### src/rtl/cordic_arbiter.sv
// Round-robin front end that shares one CORDIC pipeline between NREQ angle requesters.
// A {valid, id} tag rides alongside the pipeline so each result is returned labelled with its requester.
module cordic_arbiter #(
  parameter int          NREQ    = 4,
  parameter int          LATENCY = 16,
  parameter logic [15:0] INIT_X  = 16'd19895,
  localparam int         IDW     = (NREQ > 1) ? $clog2(NREQ) : 1
) (
  input  logic                    clk,
  input  logic                    rst,
  input  logic [NREQ-1:0]         req_valid_i,
  input  logic [16*NREQ-1:0]      req_angle_i,
  output logic [NREQ-1:0]         req_ready_o,
  output logic                    cordic_en_o,
  output logic [15:0]             cordic_angle_o,
  output logic [15:0]             cordic_x0_o,
  output logic [15:0]             cordic_y0_o,
  input  logic signed [15:0]      cordic_x_i,
  input  logic signed [15:0]      cordic_y_i,
  input  logic                    cordic_done_i,
  output logic                    rsp_valid_o,
  output logic [IDW-1:0]          rsp_id_o,
  output logic signed [15:0]      rsp_cos_o,
  output logic signed [15:0]      rsp_sin_o,
  output logic                    busy_o,
  output logic                    err_o
);

  logic [IDW-1:0] last_q, last_d;
  logic           issue_v_q, issue_v_d;
  logic [IDW-1:0] issue_id_q, issue_id_d;
  logic [15:0]    angle_q, angle_d;

  logic [15:0]    angle_arr [NREQ];
  logic [IDW:0]   cand_sum  [NREQ];
  logic [IDW:0]   cand_wrap [NREQ];
  logic [IDW-1:0] cand_id   [NREQ];
  logic [NREQ-1:0] cand_hit;

  logic           grant_found;
  logic [IDW-1:0] grant_id;
  logic [15:0]    grant_angle;

  // Candidate k is requester (last+1+k) mod NREQ; one conditional subtract is enough.
  for (genvar gi = 0; gi < NREQ; gi++) begin : g_cand
    assign angle_arr[gi] = req_angle_i[16*gi +: 16];
    assign cand_sum[gi]  = {1'b0, last_q} + (IDW+1)'(gi + 1);
    assign cand_wrap[gi] = cand_sum[gi] - (IDW+1)'(NREQ);
    assign cand_id[gi]   = (cand_sum[gi] >= (IDW+1)'(NREQ)) ? cand_wrap[gi][IDW-1:0]
                                                           : cand_sum[gi][IDW-1:0];
    assign cand_hit[gi]  = req_valid_i[cand_id[gi]];
  end

  always_comb begin
    grant_found = 1'b0;
    grant_id    = '0;
    for (int k = NREQ - 1; k >= 0; k--) begin
      if (cand_hit[k]) begin
        grant_found = 1'b1;
        grant_id    = cand_id[k];
      end
    end
  end

  for (genvar gi = 0; gi < NREQ; gi++) begin : g_ready
    assign req_ready_o[gi] = grant_found && (grant_id == IDW'(gi));
  end

  assign grant_angle = angle_arr[grant_id];

  // A grant is only ever given to a valid requester, so a grant is a completed handshake.
  always_comb begin
    last_d     = last_q;
    issue_v_d  = grant_found;
    issue_id_d = issue_id_q;
    angle_d    = angle_q;
    if (grant_found) begin
      last_d     = grant_id;
      issue_id_d = grant_id;
      angle_d    = grant_angle;
    end
  end

  always_ff @(posedge clk or posedge rst) begin
    if (rst) begin
      last_q     <= IDW'(NREQ - 1);
      issue_v_q  <= 1'b0;
      issue_id_q <= '0;
      angle_q    <= '0;
    end else begin
      last_q     <= last_d;
      issue_v_q  <= issue_v_d;
      issue_id_q <= issue_id_d;
      angle_q    <= angle_d;
    end
  end

  assign cordic_en_o    = issue_v_q;
  assign cordic_angle_o = angle_q;
  assign cordic_x0_o    = INIT_X;
  assign cordic_y0_o    = 16'd0;

  logic [LATENCY-1:0] tag_v_q;
  logic [IDW-1:0]     tag_id_q [LATENCY];

  for (genvar gi = 0; gi < LATENCY; gi++) begin : g_tag
    logic           v_d;
    logic [IDW-1:0] id_d;
    if (gi == 0) begin : g_head
      assign v_d  = issue_v_q;
      assign id_d = issue_id_q;
    end else begin : g_body
      assign v_d  = tag_v_q[gi-1];
      assign id_d = tag_id_q[gi-1];
    end
    always_ff @(posedge clk or posedge rst) begin
      if (rst) begin
        tag_v_q[gi]  <= 1'b0;
        tag_id_q[gi] <= '0;
      end else begin
        tag_v_q[gi]  <= v_d;
        tag_id_q[gi] <= id_d;
      end
    end
  end

  logic                tail_v;
  logic                rsp_valid_q, rsp_valid_d;
  logic [IDW-1:0]      rsp_id_q, rsp_id_d;
  logic signed [15:0]  rsp_cos_q, rsp_cos_d;
  logic signed [15:0]  rsp_sin_q, rsp_sin_d;
  logic                err_q, err_d;

  assign tail_v = tag_v_q[LATENCY-1];

  always_comb begin
    rsp_valid_d = tail_v;
    rsp_id_d    = rsp_id_q;
    rsp_cos_d   = rsp_cos_q;
    rsp_sin_d   = rsp_sin_q;
    if (tail_v) begin
      rsp_id_d  = tag_id_q[LATENCY-1];
      rsp_cos_d = cordic_x_i;
      rsp_sin_d = cordic_y_i;
    end
    err_d = err_q | (tail_v != cordic_done_i);
  end

  always_ff @(posedge clk or posedge rst) begin
    if (rst) begin
      rsp_valid_q <= 1'b0;
      rsp_id_q    <= '0;
      rsp_cos_q   <= '0;
      rsp_sin_q   <= '0;
      err_q       <= 1'b0;
    end else begin
      rsp_valid_q <= rsp_valid_d;
      rsp_id_q    <= rsp_id_d;
      rsp_cos_q   <= rsp_cos_d;
      rsp_sin_q   <= rsp_sin_d;
      err_q       <= err_d;
    end
  end

  assign rsp_valid_o = rsp_valid_q;
  assign rsp_id_o    = rsp_id_q;
  assign rsp_cos_o   = rsp_cos_q;
  assign rsp_sin_o   = rsp_sin_q;
  assign err_o       = err_q;
  assign busy_o      = issue_v_q | (|tag_v_q);

endmodule

### config.mk
export PLATFORM = sky130hd
export DESIGN_NAME = cordic_arbiter
export DESIGN_NICKNAME = d
export VERILOG_FILES = /design/src/rtl/cordic_arbiter.sv
export SDC_FILE = /design/constraint.sdc
export NUM_CORES = 1
export LEC_CHECK = 0
export CAP_MARGIN = 0
export CORE_MARGIN = 10
export CORE_UTILIZATION = 41
export DETAILED_ROUTE_END_ITERATION = 8
export GPL_TIMING_DRIVEN = 0
export PLACE_DENSITY = 0.87
export SLEW_MARGIN = 20
export SYNTH_ARGS = -nofsm -noshare
export SYNTH_HDL_FRONTEND = slang
export SYNTH_SLANG_ARGS = --single-unit
### constraint.sdc
create_clock -name clk -period 4.4 [get_ports clk]
set_clock_uncertainty 0.05 [all_clocks]
set_input_delay 0.66 -clock clk [delete_from_list [all_inputs] [get_ports clk]]
set_output_delay 0.66 -clock clk [all_outputs]
set_load 0.02 [all_outputs]
# Word-level counts from Yosys, hierarchy flattened
# Index checks and enable logic that the tools add are counted.
# W data, S select, Z words.
# totals
regBits	105
latch_bits	0
ram_bits	0
romBits	0
input_bits	103
word_cells	94
mem_count	0
# classes
add_sub_neg	8
multipliers	0
div	0
n_lt_le_gt_ge	9
eq_ne	4
n_shift	0
muxes	23
bitwise	3
n_reduce_logical	6
# ops
op	n
$bmux W16 S2	1
$mux W16	2
$mux W2	8
$reduce_or A16 Y1	1
$ge A3 B3 Y1 const B	5
$lt A2 B3 Y1 const B	4
$bmux W1 S2	4
$mux W1	8
$sub A2 B1 Y2 const B	4
$add A2 B2 Y3 const B	2
$eq A2 B2 Y1 const B	2
$logic_and A1 B1 Y1	4
$add A2 B1 Y3 const B	1
$add A2 B3 Y3 const B	1
$not A2 Y3	1
$eq A2 B1 Y1 const B	1
$logic_not A2 Y1	1
$or A1 B1 Y1	2
$ne A1 B1 Y1	1

# Depth between registers and ports, before layout
# Gate-level depths: netlist (run 1).
# logic_depth
depth_word	13
mapped_depth	8
mapped_depth_nobuf	5

# Least setup slack after synthesis (run 1)
# OpenSTA, ideal clock, no wires.
# synth_path
path_kind	input to output
start	input port req_valid_i[3]
end	output port req_ready_o[0]
arrival_ns	1.989
required_ns	3.690
path_slack_ns	1.701
path_stages	5
path_buffers	1
path_cell_list	nor2_1 -> o32ai_1 -> a311oi_2 -> clkbuf_1 -> and2_1
# synth_between
elab_chain_cells	8
elab_cells_between_ends	18
# synth_rtl
element	line	text
from (decl)	11	input logic [NREQ-1:0] req_valid_i,
$bmux W1 S2	51	assign cand_hit[gi] = req_valid_i[cand_id[gi]];
$mux W1 (not written as such)	51	
$mux W2 (4 in series)	58	if (cand_hit[k]) begin
$logic_not A2 Y1	66	assign req_ready_o[gi] = grant_found && (grant_id == IDW'(gi));
$logic_and A1 B1 Y1 (*)	66	
to (decl)	13	output logic [NREQ-1:0] req_ready_o,
# Mark *: on every way between the ends. The rest lies on a longest branch, timed or not. The select of a mux whose other input is x is not followed.

# Worst setup path in the final report (run 1)
# Ends and elaborated chain as after synthesis.

==> results of run 1 <==
## critical path, cell delays in order
cell	delay, ns
clkdlybuf4s50_1	0.54
nor2_1	0.28
o32ai_1	0.15
a311oi_2	0.60
clkbuf_2	0.38
and2_1	0.17
clkdlybuf4s50_1	0.61
## per-layer routing
metal	vias to the layer above	global-route usage [%]	routed length, µm
met4	0	4.99	135
li1	1460	-	-
met3	10	8.19	1430
met1	1455	16.3	4490
met2	157	25.9	5490
met5	-	0	0
## final cells by class
class	count	area share (%)
clock inverter	7	1.34
tap	133	2.63
buffer	49	5.53
clock buffer	9	1.96
inverter	5	0.375
sequential	105	41.5
timing repair buffer	161	25.7
multi-input combinational	186	20.9
## cell usage in the layout (no fill, tap or decap), drive strengths merged, types with 2 or more instances in the layout
| master | instances |
|---|---|
| a211oi | 16 |
| mux2i | 17 |
| nand2 | 6 |
| mux2 | 34 |
| buf | 41 |
| nand2b | 3 |
| conb | 32 |
| dfrtp | 103 |
| o21ai | 3 |
| clkbuf | 18 |
| clkdlybuf4s50 | 160 |
| clkinv | 4 |
| nor2 | 23 |
| nor4 | 3 |
| dfstp | 2 |
| and2 | 2 |
| and3 | 16 |
| a21oi | 4 |
| inv | 7 |
| a221oi | 16 |
## kinds of logic (layout without fill, tap and decap cells)
kind of cell | after synthesis | in the layout | synth area share, %
other | 2 | 32 | 0.178
and+or+nand+nor | 58 | 58 | 6.96
xor gates and xnor gates | 1 | 1 | 0.208
muxes | 51 | 51 | 13.1
DFF | 105 | 105 | 62.5
AOI/OAI and AO/OA | 44 | 44 | 8.29
buffers and inverters | 54 | 231 | 8.74
## power groups by stage
stage / Sequential [mW] / Combinational [mW] / Clock, mW
floorplan: 1.30 / 0.318 / 0
global placement: 1.21 / 0.758 / 0
detailed placement: 1.22 / 0.775 / 0
CTS: 1.20 / 0.777 / 0.600
global route: 1.22 / 0.826 / 0.646
finish: 1.20 / 0.771 / 0.580
## per-stage QoR
step / total power [mW] / hold slack [ns] / util, % / setup WS, ns
2_1_floorplan: 1.62 / 0.281 / - / 0.933
5_1_grt: 2.69 / 0.303 / 63.9 / 0.0569
3_3_place_gp: 1.97 / 0.286 / 61.5 / -0.236
6_report: 2.55 / 0.297 / 63.9 / 0.290
4_1_cts: 2.58 / 0.302 / 63.9 / 0.133
3_5_place_dp: 2.00 / 0.285 / 61.8 / 0.161
## cell usage after synthesis, types with 2 or more instances
library cell / number
a221oi_1: 16
and2_1: 2
a211oi_1: 16
nor2_1: 23
nor4_1: 3
conb_1: 2
mux2_2: 34
and3_1: 16
o21ai_0: 2
buf_12: 2
buf_1: 3
buf_4: 33
mux2i_1: 17
a21oi_1: 4
nand2_1: 6
inv_1: 5
dfstp_2: 2
nand2b_1: 3
dfrtp_1: 103
clkbuf_1: 9
## sequential cells by signal, summed over array words and instances, names as in the netlist
signal	count
g_tag.id_d	32
rsp_valid_d	1
rsp_id_o	2
rsp_sin_o	16
cordic_angle_o	16
tag_id_q	2
rsp_cos_o	16
rsp_valid_o	1
cordic_en_o	1
last_q	2
err_o	1
g_tag.v_d	15
## how the worst min path moves through the flow
stage | to | start | slack (ns) | cells past startpoint
3_5_place_dp | g_tag[11].id_d[1] | g_tag[10].id_d[1] | 0.28 | 0
5_1_grt | g_tag[11].id_d[1] | g_tag[10].id_d[1] | 0.30 | 0
3_3_place_gp | tag_id_q[1] | g_tag[15].id_d[1] | 0.29 | 0
4_1_cts | g_tag[11].id_d[1] | g_tag[10].id_d[1] | 0.30 | 0
6_report | g_tag[11].id_d[1] | g_tag[10].id_d[1] | 0.30 | 0
2_1_floorplan | g_tag[10].id_d[0] | g_tag[9].id_d[0] | 0.28 | 0
## repair_timing
action	in CTS	in global routing
endpoints found under the setup margin	0	1
gates resized for setup	0	2
hold buffers	0	0
==> flow_metrics.tcl, run 1 <==
set metrics [dict create \
    status "finished clean" \
    track_usage_pct 15.4 \
    cts_tree "done" \
    synth_top_area_share_pct 61.2 \
    syn_inst 315 \
    ir_drop_mv 0.181 \
    startpoint_type "primary input" \
    cp.required_ns 3.69 \
    fp.dieH_um 121 \
    cts_sinks 105 \
    via_per_inst 4.71 \
    period_minus_slack_ns 4.11 \
    seq_area_um2 2630 \
    final_nets 620 \
    layout-drive-gt1-share_pct 18.2 \
    fmax_ghz 0.243 \
    clkTransAtPathRegs_ns 0.10 \
    ys_seq_area_share_pct 62.5 \
    p_int_mw 1.74 \
    fin_cells 655 \
    cts_buffers 9 \
    drv_slew 0 \
    wirelength_mm 11.5 \
    synth_top_flop_cell "dfrtp_1" \
    root_buffer "clkbuf_8" \
    setup_tns_ns 0 \
    syn_area_um2 4210 \
    sw_frac_of_total_pct 31.7 \
    fp.dieArea_um2 14700 \
    cts_setup_buffers 0 \
    place_hpwl_mm 9.38 \
    place_inst 639 \
    grt_start_max_net_pins 57 \
    combPwrFrac_pct 30.2 \
    grt_pass1_wl_mm 18.1 \
    num_io_pins 193 \
    power_density_nw_per_um2 403 \
    multi_input_area_um2 1320 \
    row_count 36 \
    fp.coreArea_um2 9910 \
    clk_latency_ns 0.36 \
    worstPathArrival_ns 3.40 \
    first_iter_violations 144 \
    synth_edf_count 0 \
    setup_viol 0 \
    place_area_um2 6120 \
    path_class "in -> out" \
    fillerInstances 767 \
    seqPwrFrac_pct 47.1 \
    cts_buffer_depth 2 \
    synthTopCellsByArea "dfrtp_1 61%, mux2_2 9.1%, buf_4 5.9%" \
    start_util_pct 42.5 \
    critPathMaxFanout 10 \
    dr.pass1.iters 6 \
    diodes 0 \
    ys_warn_count 0 \
    rsz0062_at_grt "false" \
    rrSetupSlack_ns 2.23 \
    synth_cell_types 34 \
    r2r-start "last_q[1]" \
    regToRegEndpoint "cordic_angle_o[0]" \
    r2r_cells 8 \
    synthArstFlopShare_pct 100 \
    final_area_um2 6330 \
    syn_to_final_growth_pct 50.4 \
    tightest_slew_ns 0.641 \
    synth_top_cell_by_area "dfrtp_1" \
    p_sw_mw 0.809 \
    io_buffers 160 \
    antenna_found_initial 0 \
    p_leak_nw 2.72 \
    pwr-share-clk_pct 22.7 \
    ys_ff_latch 105 \
    place.gp.congestion 0.878 \
    crit_path_end_kind "primary output" \
    relSlewSlack_pct 57.3 \
    ant_nets 0 \
    h-tree-depth 3 \
    hold_viol 0 \
    cp-startpoint "req_valid_i[3]" \
    drt-wirelength-per-cell_um 17.6 \
    finalCritPeriodShare_pct 93.4 \
    gr-total-overflow 0 \
    num_vias 3082 \
    endpoint "req_ready_o[0]" \
    avgSynthCellArea_um2 13.4 \
    hp-class "reg -> reg" \
    dieWidth_um 121 \
    drc 0 \
    first_global_vias 3510 \
    drv_cap 0 \
]
Power figures use the tool's default switching activity.
==> run 2, diff against run 1 <==
- CORE_ASPECT_RATIO: not set -> 1.75
==> flow_metrics.tcl, run 2 (synthesized netlist as in run 1, its figures left out) <==
set metrics [dict create \
    power_density_nw_per_um2 432 \
    seq_area_um2 2630 \
    place_inst 631 \
    gr-total-overflow 0 \
    ir_drop_mv 0.217 \
    drv_slew 0 \
    cts_buffer_depth 2 \
    hold_start "g_tag[5].id_d[1]" \
    place.gp.congestion 0.819 \
    r2r-start "last_q[1]" \
    final_nets 620 \
    num_vias 3184 \
    regToRegEndpoint "cordic_angle_o[14]" \
    dr.pass1.iters 4 \
    final_common_cell "clkdlybuf4s50_1" \
    antenna_found_initial 0 \
    clkTransAtPathRegs_ns 0.07 \
    r2r_cells 6 \
    cts_tree "done" \
    hold_viol 0 \
    whs_path_depth 0 \
    startpoint_type "primary input" \
    h-tree-depth 3 \
    hp-class "reg -> reg" \
    largest_register_ffs 32 \
    multi_input_area_um2 1340 \
    via_per_inst 4.92 \
    first_iter_violations 71 \
    dieWidth_um 96.6 \
    tightest_slew_ns 0.563 \
    critPathMaxFanout 10 \
    start_util_pct 42.2 \
    first_global_vias 3613 \
    setup_tns_ns 0 \
    fp.coreArea_um2 9970 \
    status "finished clean" \
    layout-drive-gt1-share_pct 18.0 \
    fp.dieArea_um2 14900 \
    fin_cells 647 \
    p_leak_nw 2.78 \
    worstHoldEndpoint "g_tag[6].id_d[1]" \
    diodes 0 \
    wirelength_mm 11.9 \
    worstPathArrival_ns 3.49 \
    grt_start_max_net_pins 75 \
    crit_path_end_kind "primary output" \
    ant_nets 0 \
    grt_pass1_wl_mm 18.3 \
    most-common-layout-cells "160 x clkdlybuf4s50_1, 103 x dfrtp_1, 34 x mux2_2" \
    root_buffer "clkbuf_16" \
    path_class "in -> out" \
    setup_viol 0 \
    relSlewSlack_pct 62.5 \
    rsz0062_at_grt "false" \
    clk_latency_ns 0.34 \
    finalCritPeriodShare_pct 95.5 \
    cts_hold_buffers 0 \
    cp.required_ns 3.69 \
    dpl_worst_slack_ns 0.147 \
    cts_sinks 105 \
    fp.dieH_um 154 \
    cts_setup_buffers 0 \
    syn_to_final_growth_pct 52.9 \
    drt-wirelength-per-cell_um 18.4 \
    fmax_ghz 0.238 \
    track_usage_pct 15.7 \
    cts_buffers 9 \
    num_io_pins 193 \
    place_hpwl_mm 9.91 \
    rrSetupSlack_ns 2.18 \
    fin_ws_ns 0.199 \
    period_minus_slack_ns 4.20 \
    fillerInstances 780 \
    io_buffers 160 \
    cts_resized 0 \
    drc 0 \
    row_count 48 \
    drv_cap 0 \
]
-- run 2: cell count changes in the layout (fill, tap and decap cells not counted), sizes merged --
cell | before | now
inv | 7 | 9
clkinv | 4 | 3
clkinvlp | 1 | 0
-- run 2: final cells by class --
| cell class | instances | area share (%) |
|---|---|---|
| Sequential cell | 105 | 40.9 |
| Timing Repair Buffer | 161 | 25.3 |
| Multi-Input combinational cell | 186 | 20.7 |
| Buffer | 49 | 5.42 |
| Clock buffer | 9 | 3.50 |
| Tap cell | 125 | 2.43 |
| Clock inverter | 7 | 1.38 |
| Inverter | 5 | 0.369 |
-- run 2: routing by layer --
metal	track usage, %	share of wire, %	vias up
met5	0	0	-
met4	8.14	3.8	0
met3	6.39	11	38
met2	27.4	51	183
met1	15.0	34	1505
li1	-	-	1458
-- run 2: power by group --
group	internal, mW	total [mW]	switching (mW)
clock network	0.412	0.797	0.385
registers	1.13	1.21	0.0756
logic	0.388	0.777	0.389
-- run 2: worst max-delay path by stage --
stage                         from                end  slack (ns)  cells after the start
floorplan                      rst  cordic_angle_o[0]        0.93                      1
CTS                 req_valid_i[3]     req_ready_o[0]        0.13                      7
detailed placement  req_valid_i[3]     req_ready_o[0]        0.15                      7
global placement               rst      rsp_cos_o[13]       -0.20                      2
global route        req_valid_i[3]     req_ready_o[0]        0.04                      7
finish              req_valid_i[3]     req_ready_o[0]        0.20                      7
-- run 2: through the flow --
stage / instance area (µm²) / total power, mW / hold WS [ns] / utilization (%)
final: 6440 / 2.78 / 0.302 / 64.6
after global routing: 6440 / 2.92 / 0.307 / 64.6
after CTS: 6430 / 2.81 / 0.305 / 64.5
after detailed placement: 6110 / 2.00 / 0.286 / 61.3
after global placement: 6080 / 1.97 / 0.287 / 61.0
after floorplan: 4320 / 1.62 / 0.281 / -
-- run 2: critical path, cell delays in order --
cell	delay (ns)
clkdlybuf4s50_1	0.55
nor2_1	0.30
o32ai_1	0.18
a311oi_4	0.55
clkbuf_1	0.43
and2_1	0.20
clkdlybuf4s50_1	0.62
==> run 3, diff against run 2 <==
- RECOVER_POWER: not set -> 50
==> flow_metrics.tcl, run 3 (synthesized netlist as in run 1, its figures left out) <==
set metrics [dict create \
    status "complete, but fails checks" \
    violations "capacitance limit, slew limit" \
    layout-drive-gt1-share_pct 18.0 \
    crit_path_end_kind "primary output" \
    largest_register_ffs 32 \
    setup_tns_ns 0 \
    cts_sinks 105 \
    maxUsedRoutingLayer "met4" \
    period_minus_slack_ns 4.21 \
    finalCritPeriodShare_pct 95.6 \
    final_common_cell "clkdlybuf4s50_1" \
    dr.pass1.iters 7 \
    sw_frac_of_total_pct 30.6 \
    relSlewSlack_pct -14.9 \
    h-tree-depth 3 \
    rsz0062_at_grt "false" \
    final_area_um2 6410 \
    wirelength_mm 12.0 \
    power_density_nw_per_um2 433 \
    cp.required_ns 3.69 \
    first_iter_violations 79 \
    dieWidth_um 96.6 \
    fp.dieH_um 154 \
    clk_latency_ns 0.34 \
    start_util_pct 42.2 \
    drv_slew 75 \
    worstPathArrival_ns 3.50 \
    ir_drop_mv 0.217 \
    path_class "in -> out" \
    place.gp.congestion 0.819 \
    hold_viol 0 \
    track_usage_pct 15.7 \
    met3_length_mm 1.27 \
    row_count 48 \
    grt_pass1_wl_mm 18.3 \
    num_io_pins 193 \
    met2_length_mm 6.14 \
    fmax_ghz 0.238 \
    most-common-layout-cells "159 x clkdlybuf4s50_1, 103 x dfrtp_1, 34 x mux2_2" \
    gr-total-overflow 0 \
    fin_ws_ns 0.192 \
    p_leak_nw 2.76 \
    drt-wirelength-per-cell_um 18.5 \
    first_global_vias 3613 \
    cts_buffers 9 \
    syn_to_final_growth_pct 52.3 \
    diodes 0 \
    cts_buffer_depth 2 \
    drc 0 \
    root_buffer "clkbuf_16" \
    place_hpwl_mm 9.91 \
    place_area_um2 6110 \
    hp-class "reg -> reg" \
    routedLengthMet1_mm 4.12 \
    pwr-share-clk_pct 28.7 \
    combPwrFrac_pct 27.9 \
    via_per_inst 4.93 \
    fp.coreArea_um2 9970 \
    fillerInstances 785 \
    startpoint_type "primary input" \
    drv_cap 1 \
    dpl_worst_slack_ns 0.147 \
    rrSetupSlack_ns 2.18 \
    fp.dieArea_um2 14900 \
    final_nets 620 \
    seqPwrFrac_pct 43.4 \
    cts_setup_buffers 0 \
    tightest_slew_ns 1.72 \
    ant_nets 0 \
    critPathMaxFanout 10 \
    antenna_found_initial 0 \
    p_sw_mw 0.849 \
    grt_start_max_net_pins 75 \
    io_buffers 160 \
    cts_tree "done" \
    setup_viol 0 \
    num_vias 3189 \
    p_int_mw 1.93 \
    clkTransAtPathRegs_ns 0.07 \
]
## run 3: metrics by stage
stage	hold WS (ns)	util, %	power [mW]	instances
finish	0.302	64.3	2.78	647
global route	0.307	64.3	2.91	647
CTS	0.305	64.5	2.81	647
detailed placement	0.286	61.3	2.00	631
global placement	0.287	61.0	1.97	630
floorplan	0.281	-	1.62	345
## run 3: worst paths after layout
path	from	to	depth (start not counted)
setup / recovery	req_valid_i[3]	req_ready_o[0]	7
setup reg to reg	last_q[1]	cordic_angle_o[14]	6
min in group asynchronous	rst	cordic_angle_o[14]	2
max in group asynchronous	rst	rsp_sin_o[0]	3
hold reg to reg	g_tag[5].id_d[1]	g_tag[6].id_d[1]	0
hold / removal	g_tag[5].id_d[1]	g_tag[6].id_d[1]	0
## run 3: routing by layer
metal | up-vias | GRT usage [%]
li1 | 1457 | -
met1 | 1517 | 15.0
met2 | 181 | 27.4
met3 | 34 | 6.39
met4 | 0 | 8.14
met5 | - | 0
## run 3: critical path, stage by stage
cell             delay [ns]
clkdlybuf4s50_1        0.55
nor2_1                 0.30
o32ai_1                0.18
a311oi_4               0.55
clkbuf_1               0.43
and2_1                 0.20
clkdlybuf4s50_1        0.62
## run 3: what timing repair did
item | CTS | global route
resized for setup | 0 | 1
hold buffers | 0 | 0
endpoints found under the hold margin | 0 | 0
setup endpoints to repair | 0 | 1
## run 3: power groups by stage
stage               combinational (mW)  clock [mW]  sequential [mW]
floorplan                        0.318           0             1.30
global placement                 0.756           0             1.22
detailed placement               0.776           0             1.23
CTS                              0.779       0.821             1.21
global route                     0.826       0.860             1.23
finish                           0.775       0.796             1.21
## run 3: area by class of cell
cell class	instances	area [µm²]	area share, %
Buffer	49	349	5.44
Clock buffer	9	225	3.51
Inverter	5	20.0	0.312
Timing Repair Buffer	161	1610	25.1
Tap cell	125	156	2.44
Sequential cell	105	2630	41.0
Clock inverter	7	88.8	1.39
Multi-Input combinational cell	186	1340	20.8
